<file path="config.mk">
export PLATFORM = sky130hd
export DESIGN_NAME = ex_muldiv
export DESIGN_NICKNAME = d
export VERILOG_FILES = /design/src/rtl/ex_muldiv.sv
export SDC_FILE = /design/constraint.sdc
export NUM_CORES = 1
export LEC_CHECK = 0
export ABC_AREA = 1
export CORE_MARGIN = 4
export CORE_UTILIZATION = 36
export DETAILED_ROUTE_END_ITERATION = 12
export PLACE_DENSITY = 0.67
export SLEW_MARGIN = 20
export SYNTH_ARGS = -nofsm -noshare
export SYNTH_HDL_FRONTEND = slang
export SYNTH_SLANG_ARGS = --single-unit
</file>
<file path="constraint.sdc">
create_clock -name vclk -period 5.6
set_clock_uncertainty 0.1 [all_clocks]
set_input_delay 0.84 -clock vclk [all_inputs]
set_output_delay 0.84 -clock vclk [all_outputs]
set_load 0.005 [all_outputs]
</file>
<file path="src/rtl/ex_muldiv.sv">
// RV32IM execute stage: single-cycle ALU/branch/jump plus an optional iterative mul/div unit.
// Define EX_MULDIV_EN to compile in the M-extension FSM; without it codes 38..45 decode as undefined.
module ex_muldiv #(
  parameter int XLEN = 32,
  parameter int SHW  = $clog2(XLEN)
) (
  input  logic            clk,
  input  logic            rst_n,
  input  logic [31:0]     ins,
  input  logic [XLEN-1:0] ins_addr2ex,
  input  logic [XLEN-1:0] op1,
  input  logic [XLEN-1:0] op2,
  input  logic [4:0]      rd_addr2ex,
  input  logic            rd_wen,
  input  logic [6:0]      oh,
  output logic [4:0]      rd_addr,
  output logic [XLEN-1:0] rd_data,
  output logic            rd_wen2reg,
  output logic [XLEN-1:0] jump_addr2ctrl,
  output logic            jump_en2ctrl,
  output logic            hold2ctrl
);

  localparam logic [6:0] OP_LUI   = 7'd1,  OP_AUIPC = 7'd2,  OP_JAL   = 7'd3,  OP_JALR = 7'd4;
  localparam logic [6:0] OP_BEQ   = 7'd5,  OP_BNE   = 7'd6,  OP_BLT   = 7'd7,  OP_BGE  = 7'd8;
  localparam logic [6:0] OP_BLTU  = 7'd9,  OP_BGEU  = 7'd10;
  localparam logic [6:0] OP_ADDI  = 7'd19, OP_SLTI  = 7'd20, OP_SLTIU = 7'd21, OP_XORI = 7'd22;
  localparam logic [6:0] OP_ORI   = 7'd23, OP_ANDI  = 7'd24, OP_SLLI  = 7'd25, OP_SRLI = 7'd26;
  localparam logic [6:0] OP_SRAI  = 7'd27, OP_ADD   = 7'd28, OP_SUB   = 7'd29, OP_SLL  = 7'd30;
  localparam logic [6:0] OP_SLT   = 7'd31, OP_SLTU  = 7'd32, OP_XOR   = 7'd33, OP_SRL  = 7'd34;
  localparam logic [6:0] OP_SRA   = 7'd35, OP_OR    = 7'd36, OP_AND   = 7'd37;
  localparam logic [6:0] OP_MFIRST = 7'd38, OP_MLAST = 7'd45;

  // immediates are built at 32 bits and sign-extended/truncated to XLEN
  logic [31:0] imm_u32, imm_j32, imm_b32;
  assign imm_u32 = {ins[31:12], 12'b0};
  assign imm_j32 = {{12{ins[31]}}, ins[19:12], ins[20], ins[30:21], 1'b0};
  assign imm_b32 = {{20{ins[31]}}, ins[7], ins[30:25], ins[11:8], 1'b0};

  logic [XLEN-1:0] imm_u, imm_j, imm_b;
  assign imm_u = XLEN'($signed(imm_u32));
  assign imm_j = XLEN'($signed(imm_j32));
  assign imm_b = XLEN'($signed(imm_b32));

  logic unused_ins;
  assign unused_ins = ^ins[6:0];

  logic [SHW-1:0]  shamt;
  logic [XLEN-1:0] sum, diff_s, pc4, sra_res;
  logic            lt_s, lt_u, eq;
  assign shamt   = op2[SHW-1:0];
  assign sum     = op1 + op2;
  assign diff_s  = op1 - op2;
  assign pc4     = ins_addr2ex + XLEN'(4);
  assign sra_res = $unsigned($signed(op1) >>> shamt);
  assign lt_s    = $signed(op1) < $signed(op2);
  assign lt_u    = op1 < op2;
  assign eq      = op1 == op2;

  // single-cycle result, before masking by the M unit
  logic [XLEN-1:0] s_data, s_jaddr;
  logic [4:0]      s_addr;
  logic            s_wen, s_jen, s_wb;

  always_comb begin
    s_data  = '0;
    s_jaddr = '0;
    s_jen   = 1'b0;
    s_wb    = 1'b0;
    case (oh)
      OP_LUI:   begin s_wb = 1'b1; s_data = imm_u; end
      OP_AUIPC: begin s_wb = 1'b1; s_data = ins_addr2ex + imm_u; end
      OP_JAL:   begin s_wb = 1'b1; s_data = pc4; s_jen = 1'b1; s_jaddr = ins_addr2ex + imm_j; end
      OP_JALR:  begin s_wb = 1'b1; s_data = pc4; s_jen = 1'b1; s_jaddr = {sum[XLEN-1:1], 1'b0}; end
      OP_BEQ:   begin s_jen = eq;    s_jaddr = ins_addr2ex + imm_b; end
      OP_BNE:   begin s_jen = !eq;   s_jaddr = ins_addr2ex + imm_b; end
      OP_BLT:   begin s_jen = lt_s;  s_jaddr = ins_addr2ex + imm_b; end
      OP_BGE:   begin s_jen = !lt_s; s_jaddr = ins_addr2ex + imm_b; end
      OP_BLTU:  begin s_jen = lt_u;  s_jaddr = ins_addr2ex + imm_b; end
      OP_BGEU:  begin s_jen = !lt_u; s_jaddr = ins_addr2ex + imm_b; end
      OP_ADDI, OP_ADD:   begin s_wb = 1'b1; s_data = sum; end
      OP_SUB:            begin s_wb = 1'b1; s_data = diff_s; end
      OP_SLTI, OP_SLT:   begin s_wb = 1'b1; s_data = XLEN'(lt_s); end
      OP_SLTIU, OP_SLTU: begin s_wb = 1'b1; s_data = XLEN'(lt_u); end
      OP_XORI, OP_XOR:   begin s_wb = 1'b1; s_data = op1 ^ op2; end
      OP_ORI, OP_OR:     begin s_wb = 1'b1; s_data = op1 | op2; end
      OP_ANDI, OP_AND:   begin s_wb = 1'b1; s_data = op1 & op2; end
      OP_SLLI, OP_SLL:   begin s_wb = 1'b1; s_data = op1 << shamt; end
      OP_SRLI, OP_SRL:   begin s_wb = 1'b1; s_data = op1 >> shamt; end
      OP_SRAI, OP_SRA:   begin s_wb = 1'b1; s_data = sra_res; end
      default: ;
    endcase
  end

  assign s_addr = s_wb ? rd_addr2ex : 5'd0;
  assign s_wen  = s_wb & rd_wen;

`ifdef EX_MULDIV_EN
  localparam int CW = $clog2(XLEN) + 1;
  localparam logic [1:0] S_IDLE = 2'd0, S_CALC = 2'd1, S_DONE = 2'd2;
  localparam logic [2:0] K_MUL = 3'd0, K_MULH = 3'd1, K_MULHSU = 3'd2, K_MULHU = 3'd3;
  localparam logic [2:0] K_DIV = 3'd4, K_DIVU = 3'd5, K_REM = 3'd6, K_REMU = 3'd7;

  logic [1:0]        state;
  logic [CW-1:0]     cnt;
  logic [2*XLEN-1:0] prod;   // mul: {hi acc, multiplier}; div: {remainder, quotient}
  logic [XLEN-1:0]   dvs;    // multiplicand or divisor magnitude
  logic [2:0]        kind;
  logic              neg, spec;

  logic            is_m, sg1, sg2, s1, s2, div_zero, div_ovf;
  logic [2:0]      m_kind;
  logic [XLEN-1:0] m1, m2;
  assign is_m     = (oh >= OP_MFIRST) && (oh <= OP_MLAST);
  assign m_kind   = 3'(oh - OP_MFIRST);
  assign sg1      = m_kind == K_MULH || m_kind == K_MULHSU || m_kind == K_DIV || m_kind == K_REM;
  assign sg2      = m_kind == K_MULH || m_kind == K_DIV || m_kind == K_REM;
  assign s1       = sg1 & op1[XLEN-1];
  assign s2       = sg2 & op2[XLEN-1];
  assign m1       = s1 ? -op1 : op1;
  assign m2       = s2 ? -op2 : op2;
  assign div_zero = m_kind[2] && (op2 == '0);
  assign div_ovf  = (m_kind == K_DIV || m_kind == K_REM) &&
                    (op1 == {1'b1, {(XLEN-1){1'b0}}}) && (op2 == '1);

  logic [XLEN:0] mac, trial, dtry;
  assign mac   = {1'b0, prod[2*XLEN-1:XLEN]} + (prod[0] ? {1'b0, dvs} : {(XLEN+1){1'b0}});
  assign trial = prod[2*XLEN-1:XLEN-1];
  assign dtry  = trial - {1'b0, dvs};

  always_ff @(posedge clk) begin
    if (!rst_n) begin
      state <= S_IDLE;
      cnt   <= '0;
      prod  <= '0;
      dvs   <= '0;
      kind  <= '0;
      neg   <= 1'b0;
      spec  <= 1'b0;
    end else begin
      case (state)
        S_IDLE: if (is_m) begin
          kind <= m_kind;
          cnt  <= CW'(XLEN);
          dvs  <= m2;
          neg  <= (m_kind == K_REM || m_kind == K_REMU) ? s1 : (s1 ^ s2);
          if (div_zero || div_ovf) begin
            spec  <= 1'b1;
            state <= S_DONE;
            if (div_zero) prod <= {{XLEN{1'b0}}, m_kind[1] ? op1 : {XLEN{1'b1}}};
            else          prod <= {{XLEN{1'b0}}, m_kind[1] ? {XLEN{1'b0}} : op1};
          end else begin
            spec  <= 1'b0;
            state <= S_CALC;
            prod  <= {{XLEN{1'b0}}, m1};
          end
        end
        S_CALC: begin
          if (!kind[2])
            prod <= {mac, prod[XLEN-1:1]};
          else if (!dtry[XLEN])
            prod <= {dtry[XLEN-1:0], prod[XLEN-2:0], 1'b1};
          else
            prod <= {trial[XLEN-1:0], prod[XLEN-2:0], 1'b0};
          cnt <= cnt - CW'(1);
          if (cnt == CW'(1)) state <= S_DONE;
        end
        S_DONE:  state <= S_IDLE;
        default: state <= S_IDLE;
      endcase
    end
  end

  logic [2*XLEN-1:0] full;
  logic [XLEN-1:0]   quo, rem, m_res;
  assign full = neg ? -prod : prod;
  assign quo  = neg ? -prod[XLEN-1:0] : prod[XLEN-1:0];
  assign rem  = neg ? -prod[2*XLEN-1:XLEN] : prod[2*XLEN-1:XLEN];

  always_comb begin
    m_res = '0;
    if (spec) m_res = prod[XLEN-1:0];
    else case (kind)
      K_MUL:                    m_res = full[XLEN-1:0];
      K_MULH, K_MULHSU, K_MULHU: m_res = full[2*XLEN-1:XLEN];
      K_DIV, K_DIVU:            m_res = quo;
      default:                  m_res = rem;
    endcase
  end

  always_comb begin
    rd_addr        = '0;
    rd_data        = '0;
    rd_wen2reg     = 1'b0;
    jump_addr2ctrl = '0;
    jump_en2ctrl   = 1'b0;
    hold2ctrl      = 1'b0;
    if (rst_n) begin
      case (state)
        S_IDLE: begin
          if (is_m) hold2ctrl = 1'b1;
          else begin
            rd_addr        = s_addr;
            rd_data        = s_data;
            rd_wen2reg     = s_wen;
            jump_addr2ctrl = s_jaddr;
            jump_en2ctrl   = s_jen;
          end
        end
        S_CALC: hold2ctrl = 1'b1;
        S_DONE: begin
          rd_addr    = rd_addr2ex;
          rd_data    = m_res;
          rd_wen2reg = rd_wen;
        end
        default: ;
      endcase
    end
  end
`else
  logic unused_ctl;
  assign unused_ctl     = clk ^ rst_n;
  assign rd_addr        = s_addr;
  assign rd_data        = s_data;
  assign rd_wen2reg     = s_wen;
  assign jump_addr2ctrl = s_jaddr;
  assign jump_en2ctrl   = s_jen;
  assign hold2ctrl      = 1'b0;
`endif

endmodule

</file>
==> impl_results.md <==
- Run status: finished clean
- Placed Area: roughly 18000 sq um
- Worst min path class: input pin to primary output
- Crit-path slowest cell: clkdlybuf4s50_1
- WL final: 87800 um
- Highest Clock Rate: about 180 MHz
- Final max-slew violation count: 0
- Tightest Pin Transition: 0.889 ns
- Number of I/O port buffers: ~210
- Placed cells: about 3900
- Critical path's top delay family: simple AND/OR/NAND/NOR gates
- Crit-path max FO: 8
- Seq_cells: 0
- Final worst-path cycle share: 0.977
- Largest net degree at the start of global routing: 72
- Net count, final: 3683
- Routed via count: ~22000
- Drt pass-1 iters: 9
- Core ar.: 41100 sq um
- Die footprint: 45300 sq um
- Compound-gate portion of the synthesized area: 0.130
- Final Hold Fails: 0
- Synth-to-layout area growth: 23.2%
- Yosys cell types: 45
- Tot GR Track Use: 0.367
- Relative slew slack: 0.405
- Die width: 213 um
- Initial antenna violation count: 2
- Final instance area: approximately 19000 sq um
- Dpl hpwl: between 70000 and 80000 um
- Synth Area in Adders: 0.130
- Sequential share of the synthesized area: 0
- Worst Path Buf+Inv: 7
- Fin cells: a little under 4000
- Critical path class: input pin to primary output
- First-pass GRT wire length: 126000 um
- Io pins: roughly 220
- Synthesized cell area: 15100 sq um
- Ys Warns: 0
- Critical Path End Type: primary output
- Number of remaining DRC errors: 0
- Area of the multi-input gates: approximately 13000 sq um
- Avg Cell Area, Syn: a little under 5 sq um
- Largest family of logic cells by synthesized area: simple AND/OR/NAND/NOR gates
- Most Frequent Cell on Critical Path: nor2_1
- Simple-gate share of the synthesized area: 0.593
- Share of layout cells above drive strength 1: 0.0689
- Routed Antenna Nets: 0
- RSZ-0062 raised after global routing: yes
- Setup Viol. Count Final: 0
- GPL Wtd Cong: ~1.1
- Fillers: roughly 4800
- Commonest cells after routing, fill and taps aside: nand2_1 (1116), nand3_1 (501), inv_1 (367)
- CP cell instances: clkdlybuf4s50_1, inv_1, nand3_4, buf_4, nor2_1, nor2_1, nand2_2, inv_4, or2_4, o21ai_0, inv_1, ha_1, a21oi_2, buf_4, o21a_1, nor2_1, nor2_2, nand3_1, or2_2, nand3_1, nand2_1, clkdlybuf4s50_1
- Crit start category: input pin
- Syn nets: between 3000 and 4000
- Most common library cell in the layout ignoring fill and taps: nand2_1
- Die Span Y: between 200 and 250 um
- Max cap viols: 0
- Routed wire length per instance: 22.4 um
- Register area: 0 sq um
- CLK BUF: 0
- First DRT Iteration DRCs: approximately 3200
- Mux share of post-synthesis cell area: 0.000663
- XOR/XNOR Fraction of Synth Area: 0.0174
- Initial Util: 0.367
- # rows: 74
- Vias in the first global route: between 20000 and 25000
- WP data required: roughly 4.7 ns
- Gr ovfl total: 0
- Crit path arrival time: 4.53 ns
- CP peak stage delay: around 0.48 ns
- Via-to-Cell Ratio: approximately 5.7
- Post-layout min period: around 5.5 ns
- Cells after Synth: ~3100
==> metrics by stage <==
step                      setup WS, ns  TNS [ns]   util  hold slack (ns)
after global routing            -0.135    -0.389  0.452             2.58
after floorplan                   1.16         0      -             1.66
after CTS                       0.0120         0  0.448             2.55
final                            0.128         0  0.452             2.55
after global placement         -0.0792    -0.275  0.448             2.55
after detailed placement       -0.0971    -0.349  0.448             2.55
==> worst min-delay path, stage by stage <==
cell and delay (ns):
clkdlybuf4s50_1 0.39, and2_1 0.15, clkdlybuf4s50_1 0.43
==> area by class of cell <==
| type | count | area share |
|---|---|---|
| timing repair buffer | 353 | 0.173 |
| inverter | 385 | 0.0778 |
| tap | 532 | 0.0358 |
| multi-input combinational | 2646 | 0.713 |
| antenna | 1 | 0.000135 |
==> synthesized netlist by cell type (all sizes together) <==
| library cell | count | area, sq um |
|---|---|---|
| a22oi | 6 | 45.0 |
| xnor2 | 11 | 96.3 |
| o2111ai | 2 | 17.5 |
| a21oi | 139 | 696 |
| and2 | 15 | 93.8 |
| nor2 | 325 | 1250 |
| or2 | 13 | 81.3 |
| buf | 82 | 395 |
| inv | 385 | 1450 |
| nor3b | 2 | 15.0 |
| clkbuf | 31 | 116 |
| o211ai | 20 | 150 |
| ha | 150 | 1880 |
| nand4 | 62 | 394 |
| mux2i | 1 | 10.0 |
| conb | 1 | 3.75 |
| o21ai | 137 | 686 |
| nand2 | 1129 | 4250 |
| fa | 4 | 80.1 |
| nand3 | 503 | 2520 |
| o31ai | 1 | 7.51 |
| xor2 | 19 | 166 |
| a311oi | 1 | 8.76 |
| o22ai | 8 | 50.1 |
| nor3 | 35 | 180 |
| a21o | 4 | 30.0 |
| o21a | 7 | 52.6 |
| nor4 | 8 | 56.3 |
| nand3b | 10 | 75.1 |
| and3 | 4 | 25.0 |
| o21bai | 22 | 165 |
| a21boi | 3 | 22.5 |
| a31oi | 4 | 25.0 |
==> worst paths after layout <==
check | slack [ns] | startpoint | cells after the start | to
worst max-delay path | 0.13 | oh[6] | 22 | jump_addr2ctrl[21]
worst min-delay path | 2.55 | rd_addr2ex[4] | 3 | rd_addr[4]
==> logic make-up after synthesis <==
family,after synthesis
and+or+nand+nor,2106
buffers and inverters,498
AOI/OAI and AO/OA,354
adders and majority gates,154
xor gates and xnor gates,30
muxes,1
other,1
==> routing by layer <==
metal / vias up / global-route usage / part of all wire
met2: 1382 / 0.591 / 0.43
met1: 10123 / 0.482 / 0.39
met5: - / 0 / 0.00014
li1: 10686 / - / -
met4: 2 / 0.187 / 0.066
met3: 258 / 0.0478 / 0.11
==> repair_timing <==
| item | in CTS | in global routing |
|---|---|---|
| pin swaps | 1 | 11 |
| hold buffers | 0 | 0 |
| resized for setup | 5 | 53 |
| endpoints found under the setup margin | 10 | 23 |
| buffers inserted | 0 | 2 |
